File: src/rtl/dl_pulse.sv
// ---------------------------------------------------------------------------
// dl_pulse -- delay-line pulse stage
//
// On a rising edge of launch_DL this block waits `delay` ticks and then
// drives DL_out high for `width` ticks. Paired with the single-pulse
// generator that supplies launch_DL, it produces a double-pulse sequence.
// All timing advances only on cycles where `tick` is high, so everything
// runs on the one clock, clk_DL.
//
// Optional feature macro: DL_BURST_EN
//   defined   : the output becomes a burst of max(pulses,1) pulses separated
//               by max(gap,1) low ticks (adds the LOW state plus the gap and
//               remaining-pulse registers).
//   undefined : one pulse per launch; the gap and pulses inputs are ignored.
//
// Ports
//   clk_DL    in   system clock, rising edge
//   rst_n     in   asynchronous active-low reset
//   tick      in   time-base strobe; counters advance only when high
//   launch_DL in   rising edge starts a sequence, low aborts it
//   delay     in   ticks from launch to the first DL_out rise
//   width     in   DL_out high time in ticks (0 behaves as 1)
//   gap       in   low ticks between burst pulses (0 behaves as 1)
//   pulses    in   pulses per burst (0 behaves as 1)
//   DL_out    out  registered output pulse
//   busy      out  high while delaying or pulsing
//   done      out  high once the sequence has finished, until launch_DL drops
// ---------------------------------------------------------------------------
module dl_pulse #(
    parameter int CNT_W   = 17,
    parameter int BURST_W = 4
) (
    input  logic               clk_DL,
    input  logic               rst_n,
    input  logic               tick,
    input  logic               launch_DL,
    input  logic [CNT_W-1:0]   delay,
    input  logic [CNT_W-1:0]   width,
    input  logic [CNT_W-1:0]   gap,
    input  logic [BURST_W-1:0] pulses,
    output logic               DL_out,
    output logic               busy,
    output logic               done
);

    typedef enum logic [2:0] {
        IDLE  = 3'd0,
        DELAY = 3'd1,
        HIGH  = 3'd2,
        LOW   = 3'd3,
        DONE  = 3'd4
    } state_t;

    state_t             state_q, state_d;
    logic               launch_q;
    logic [CNT_W-1:0]   cnt_q, cnt_d;
    logic [CNT_W-1:0]   delay_l_q, delay_l_d;
    logic [CNT_W-1:0]   width_l_q, width_l_d;
    logic               dl_out_q, dl_out_d;
    logic               busy_q, busy_d;
    logic               done_q, done_d;

    logic               rise;
    logic [CNT_W-1:0]   cnt_inc;
    logic [CNT_W-1:0]   width_eff;

`ifdef DL_BURST_EN
    logic [CNT_W-1:0]   gap_l_q, gap_l_d;
    logic [BURST_W-1:0] rem_q, rem_d;
    logic [CNT_W-1:0]   gap_eff;

    assign gap_eff = (gap_l_q == '0) ? CNT_W'(1) : gap_l_q;
`else
    // Burst configuration has no function in the single-pulse build.
    logic unused_cfg;
    assign unused_cfg = ^{gap, pulses};
`endif

    assign rise      = launch_DL & ~launch_q;
    assign cnt_inc   = cnt_q + CNT_W'(1);
    assign width_eff = (width_l_q == '0) ? CNT_W'(1) : width_l_q;

    always_comb begin
        state_d   = state_q;
        cnt_d     = cnt_q;
        delay_l_d = delay_l_q;
        width_l_d = width_l_q;
`ifdef DL_BURST_EN
        gap_l_d   = gap_l_q;
        rem_d     = rem_q;
`endif
        unique case (state_q)
            IDLE: begin
                // Configuration is captured only here; later changes to the
                // inputs do not disturb a running sequence.
                if (rise) begin
                    delay_l_d = delay;
                    width_l_d = width;
`ifdef DL_BURST_EN
                    gap_l_d   = gap;
                    rem_d     = (pulses == '0) ? BURST_W'(1) : pulses;
`endif
                    cnt_d     = '0;
                    state_d   = (delay == '0) ? HIGH : DELAY;
                end
            end
            DELAY: begin
                if (!launch_DL) begin
                    cnt_d   = '0;
                    state_d = IDLE;
                end else if (tick) begin
                    if (cnt_inc == delay_l_q) begin
                        cnt_d   = '0;
                        state_d = HIGH;
                    end else begin
                        cnt_d = cnt_inc;
                    end
                end
            end
            HIGH: begin
                if (!launch_DL) begin
                    cnt_d   = '0;
                    state_d = IDLE;
                end else if (tick) begin
                    if (cnt_inc == width_eff) begin
                        cnt_d = '0;
`ifdef DL_BURST_EN
                        if (rem_q > BURST_W'(1)) begin
                            rem_d   = rem_q - BURST_W'(1);
                            state_d = LOW;
                        end else begin
                            rem_d   = '0;
                            state_d = DONE;
                        end
`else
                        state_d = DONE;
`endif
                    end else begin
                        cnt_d = cnt_inc;
                    end
                end
            end
`ifdef DL_BURST_EN
            LOW: begin
                if (!launch_DL) begin
                    cnt_d   = '0;
                    state_d = IDLE;
                end else if (tick) begin
                    if (cnt_inc == gap_eff) begin
                        cnt_d   = '0;
                        state_d = HIGH;
                    end else begin
                        cnt_d = cnt_inc;
                    end
                end
            end
`endif
            DONE: begin
                // Hold here while launch_DL stays high so one launch level
                // can never produce a second sequence.
                if (!launch_DL) begin
                    state_d = IDLE;
                end
            end
            default: begin
                cnt_d   = '0;
                state_d = IDLE;
            end
        endcase

        // Outputs are registered from the next state, so they change on the
        // same edge as the state itself.
        dl_out_d = (state_d == HIGH);
        busy_d   = (state_d == DELAY) || (state_d == HIGH) || (state_d == LOW);
        done_d   = (state_d == DONE);
    end

    always_ff @(posedge clk_DL or negedge rst_n) begin
        if (!rst_n) begin
            state_q   <= IDLE;
            launch_q  <= 1'b0;
            cnt_q     <= '0;
            delay_l_q <= '0;
            width_l_q <= '0;
            dl_out_q  <= 1'b0;
            busy_q    <= 1'b0;
            done_q    <= 1'b0;
        end else begin
            state_q   <= state_d;
            launch_q  <= launch_DL;
            cnt_q     <= cnt_d;
            delay_l_q <= delay_l_d;
            width_l_q <= width_l_d;
            dl_out_q  <= dl_out_d;
            busy_q    <= busy_d;
            done_q    <= done_d;
        end
    end

`ifdef DL_BURST_EN
    always_ff @(posedge clk_DL or negedge rst_n) begin
        if (!rst_n) begin
            gap_l_q <= '0;
            rem_q   <= '0;
        end else begin
            gap_l_q <= gap_l_d;
            rem_q   <= rem_d;
        end
    end
`endif

    assign DL_out = dl_out_q;
    assign busy   = busy_q;
    assign done   = done_q;

endmodule
File: config.mk
export PLATFORM = sky130hd
export DESIGN_NAME = dl_pulse
export DESIGN_NICKNAME = d
export VERILOG_FILES = /design/src/rtl/dl_pulse.sv
export SDC_FILE = /design/constraint.sdc
export NUM_CORES = 1
export LEC_CHECK = 0
export ABC_AREA = 1
export BUFFER_PORTS_ARGS = -buffer_cell sky130_fd_sc_hd__buf_2
export CAP_MARGIN = 20
export CORE_ASPECT_RATIO = 0.7
export CORE_MARGIN = 2
export CORE_UTILIZATION = 45
export CTS_BUF_LIST = sky130_fd_sc_hd__clkbuf_16
export DETAILED_ROUTE_END_ITERATION = 16
export HOLD_SLACK_MARGIN = 0.06
export PLACE_DENSITY = 0.77
export SLEW_MARGIN = 20
export SYNTH_ARGS = -nofsm -noshare
export SYNTH_HDL_FRONTEND = slang
export SYNTH_SLANG_ARGS = --single-unit
File: constraint.sdc
create_clock -name clk_DL -period 3.3 [get_ports clk_DL]
set_input_delay 0.66 -clock clk_DL [delete_from_list [all_inputs] [get_ports clk_DL]]
set_output_delay 0.66 -clock clk_DL [all_outputs]
set_load 0.02 [all_outputs]
; Word level (Yosys, flattened, before mapping)
; Cells that the tools add are included.
[word_totals]
reg_bits = 58
input_bits = 59
[op_classes]
add_sub_neg = 1
n_eq_ne = 12
muxes = 19
n_bitwise = 3
reduce_logical = 7
[op_table]
columns = cell, n
row1 = 17-bit two-way mux, 8
row2 = 17-bit one-hot mux with 4 select lines, 1
row3 = 17-bit == test, 2
row4 = 17-bit logical NOT, 2
row5 = 3-bit two-way mux, 8
row6 = "17-bit by 1-bit adder with 17-bit output, second input constant", 1
row7 = 3-bit one-hot mux with 4 select lines, 1
row8 = "3-bit by 2-bit == test with 1-bit output, second input constant", 3
row9 = "3-bit by 1-bit == test with 1-bit output, second input constant", 2
row10 = "3-bit == test, second input constant", 2
row11 = "3-bit inequality test, second input constant", 2
row12 = 4-bit AND reduction, 1
row13 = 3-bit logical NOT, 1
row14 = 1-bit logical OR, 2
row15 = 2-bit two-way mux, 1
row16 = "2-bit inequality test, second input constant", 1
row17 = 1-bit NOT, 2
row18 = 2-bit AND reduction, 1
row19 = 1-bit bitwise AND, 1

; Longest topological paths before layout
[logic_depth]
depth_word = 10
depth_mapped = 18

; Least setup slack after synthesis
; No wires, ideal clock.
[synth_timing]
path_kind = register to register
from = register cnt_q[0]
to = register cnt_q[14]
setup_time_ns = 0.128
arrival_time_ns = 1.983
path_slack_ns = 1.189
stages_incl_launch_ff = 18
n_path_buf = 1
period_less_slack_ns = 2.111
path_cell_list = dfrtp_1 > ha_1 > nand2_2 > nor2_2 > nand3_1 > nand2_1 > inv_1 > nand2_1 > nand2_1 > nor2_1 > nand2_1 > nor2_1 > nand3_1 > nand2_1 > o21ai_4 > buf_6 > nand2_1 > o21ai_1
[synth_between]
elab_chain_len = 6
word_cells_on_any_way = 10
classes_between = 1 x add/sub / 2 x eq/ne / 7 x mux
[synth_rtl]
columns = item, line
row1 = start: declaration, 56  ; logic [CNT_W-1:0] cnt_q, cnt_d;
row2 = start signal: assignment, 191  ; cnt_q <= cnt_d;
row3 = 17-bit by 1-bit adder with 17-bit output (*), 80  ; assign cnt_inc = cnt_q + CNT_W'(1);
row4 = "17-bit == test, on equally long branches", "125, 112"
row5 = "17-bit two-way mux, on equally long branches", "125, 112"
row6 = "17-bit two-way mux, on equally long branches", "124, 111"
row7 = "17-bit two-way mux, on equally long branches", "121, 108"
row8 = 17-bit one-hot mux with 4 select lines (*), 92  ; unique case (state_q)
; Mark *: on every way between the ends. The rest lies on a longest branch, timed or not. The select of a mux whose other input is x is not followed.
; A chain may end at the register's enable or synchronous reset.

; Worst setup path in the final report
[layout_timing]
from = register cnt_q[0]
to = register cnt_q[7]
; Same word-level chain as after synthesis.

==> metrics.md <==
| Metric | Value |
|---|---|
| Yosys top cell area share | 0.415 |
| Comb power frac | 0.159 |
| Ant. Diodes | 0 |
| HP Class | primary input to asynchronous set/reset pin |
| Hold_buf cts | 0 |
| Total power draw | roughly 0.0020 W |
| Chip height | 77.7 µm |
| Hold Fails Final Rpt | 0 |
| Layout Skew | between 4 and 5 ps |
| Die X | 109 µm |
| Clock power share | 0.409 |
| Cells after Synth | 517 |
| Area Growth Syn to Fin | 16.4% |
| GPL Wtd Cong | 0.969 |
| Cell variety after synth | 30 |
| YS warnings | 0 |
| Crit Path Category | flip-flop to flip-flop |
| Post-Syn Area | between 0.003 and 0.004 mm² |
| Nets | just over 600 |
| RSZ-0062 raised after global routing | false |
| Worst-Skew Late Latency | 320 ps |
| Final ANT Viol Nets | 0 |
| Arr. time, crit path | between 3000 and 4000 ps |
| Initial Utilization | 0.471 |
| Placeable Area | about 0.0074 mm² |
| Layout cells sized above 1 | 0.131 |
| Most common cell after layout, fill and taps aside | nand2_1 |
| MaxCap Viol Count | 0 |
| Root Driver | clkbuf_16 |
| Internal power | about 0.0014 W |
| Vias in the first global route | 3339 |
| Peak supply drop | around 0.00032 V |
| LEAKAGE | just over 2 nW |
| P_sw | a little under 0.0006 W |
| Post-CTS sizing | 0 |
| First-pass GRT wire length | ~16000 µm |
| Slew Limit Fails | 0 |
| Cell row count | 26 |
| Commonest cells after routing, fill and taps aside | nand2_1, inv_1, dfrtp_1 |
| Ports | 62 |
| Placed wire-length estimate | 7260 µm |
| CP Launch Type | flip-flop |
| Iter 0 DRT Violations | ~380 |
| Status | completed |
| Final TNS setup | 0 ps |
| Worst endpoint required time | ~3500 ps |
| Fin crit share | 0.843 |
| Switch share | 0.293 |
| Clock Pin Slew Worst Setup and Hold Paths | roughly 50 ps |
| # setup viols final | 0 |
| Yosys top cell by area | dfrtp_1 |
| PwrDens | slightly below 500 mW/mm² |
| CTS tree | done |
| Input/output buffers | 40 |
| Sequential share of the synthesized area | 0.415 |
| Vias per cell | around 5.3 |
| Pin slew with the least headroom to its limit | roughly 850 ps |
| Full die area | 0.00850 mm² |
| Rel. slew slack | 0.431 |
| Total gr overflow | 0 |
| Top post-synthesis cells by area | dfrtp_1, nand2_1, nand3_1, inv_1, nor2_1 |
| Longest Clk Path Bufs | 2 |
| Post-CTS repair timing setup buffer count | 0 |
| DR DRC count | 0 |
| CTS Buf Count | 9 |
| CP max FO | 17 |
| Synth Net Count | 577 |
| Post-Syn Area per Cell | approximately 6.8 µm² |
| Sequential share of power | 0.432 |
| Crit end category | flip-flop |
| Maximum clock rate | about 360 MHz |
| Largest net degree at the start of global routing | 37 |
| H-tree Lvls | 3 |
| Min Tclk post-route | between 2000 and 3000 ps |
| Drt wl/cell | ~15 µm |
| Initial antenna violation count | 0 |
| GRT Resource Usage Total | 0.251 |
| Final wirelength | 9740 µm |
| Clk sinks | 58 |
| #FFs+latches synth | 58 |
| Router iterations before antenna repair | 5 |
| DR vias | ~3500 |
[cell type report]
class                      instances  area [µm²]
clock buffer                       9         225
fill                             706        3350
clock inverter                     6        26.3
timing repair buffer              45         238
multi-input combinational        386        1770
sequential                        58        1450
inverter                          63         236
tap                               98         123
[state kept, by name (all words and copies together), names as in the netlist]
| name | flops |
|---|---|
| cnt_q | 17 |
| delay_l_q | 17 |
| width_l_q | 17 |
| state_q | 3 |
| DL_out | 1 |
| busy | 1 |
| done | 1 |
| launch_q | 1 |
[Yosys cell counts, drive strengths merged]
cell    number
a21oi        4
and2         1
and3         1
buf          2
clkbuf       8
dfrtp       58
ha           1
inv         63
nand2      194
nand3       58
nand3b       5
nand4       12
nor2        51
nor3         6
nor4         3
o21ai       38
o21bai       1
or2          3
or4          1
xnor2        5
xor2         2
[worst max-delay path, cell delays in order, from the launching register on]
cell	delay [ps]
dfrtp_1	460
ha_1	260
nand3_1	140
nor2_2	290
nand3_1	180
nand2_1	140
nand3_1	80
nand2_1	80
inv_1	60
nand2_1	60
nor2_1	70
and3_4	190
o21ai_4	460
nand2_1	110
o21ai_0	110
[metrics by stage]
| step | worst slack (ps) | hold slack (ps) | util | cells | cell area [µm²] |
|---|---|---|---|---|---|
| CTS | 578 | 476 | 0.548 | 665 | 4070 |
| floorplan | 1190 | 364 | - | 517 | 3490 |
| global placement | 703 | 483 | 0.514 | 650 | 3810 |
| detailed placement | 627 | 483 | 0.514 | 650 | 3810 |
| finish | 519 | 441 | 0.548 | 665 | 4070 |
| global route | 368 | 499 | 0.548 | 665 | 4070 |
[logic make-up (layout without fill, tap and decap cells)]
kind of cell	Yosys count	in the layout	synth area share
adders and majority gates	1	1	0.00358
and+or+nand+nor	335	335	0.416
xor gates and xnor gates	7	7	0.0176
buffers and inverters	73	123	0.0809
AOI/OAI and AO/OA	43	43	0.0666
DFF	58	58	0.415
[power groups by stage]
stage                     sequential, W  clock [W]  combinational (W)
after floorplan                0.000839          0           0.000201
after global placement         0.000856          0           0.000301
after detailed placement       0.000859          0           0.000307
after CTS                      0.000847   0.000811           0.000310
after global routing           0.000858   0.000845           0.000358
final                          0.000850   0.000805           0.000313
[worst paths after layout]
path | startpoint | endpoint | slack, ps | cells past startpoint
max | cnt_q[0] | cnt_q[7] | 520 | 14
min | rst_n | cnt_q[10] | 440 | 1
max reg2reg | cnt_q[0] | cnt_q[7] | 520 | 14
min reg2reg | cnt_q[16] | cnt_q[16] | 500 | 2
max in group asynchronous | rst_n | delay_l_q[0] | 2170 | 2
min in group clk_DL | launch_DL | launch_q | 490 | 1
[per-layer routing]
metal	part of all wire	track usage	vias up
met1	0.45	0.354	1617
met2	0.43	0.371	178
met4	0.0059	0.0544	0
met3	0.12	0.0891	10
met5	0	0	-
li1	-	-	1737
No activity file was read; power rests on OpenSTA's default activity.
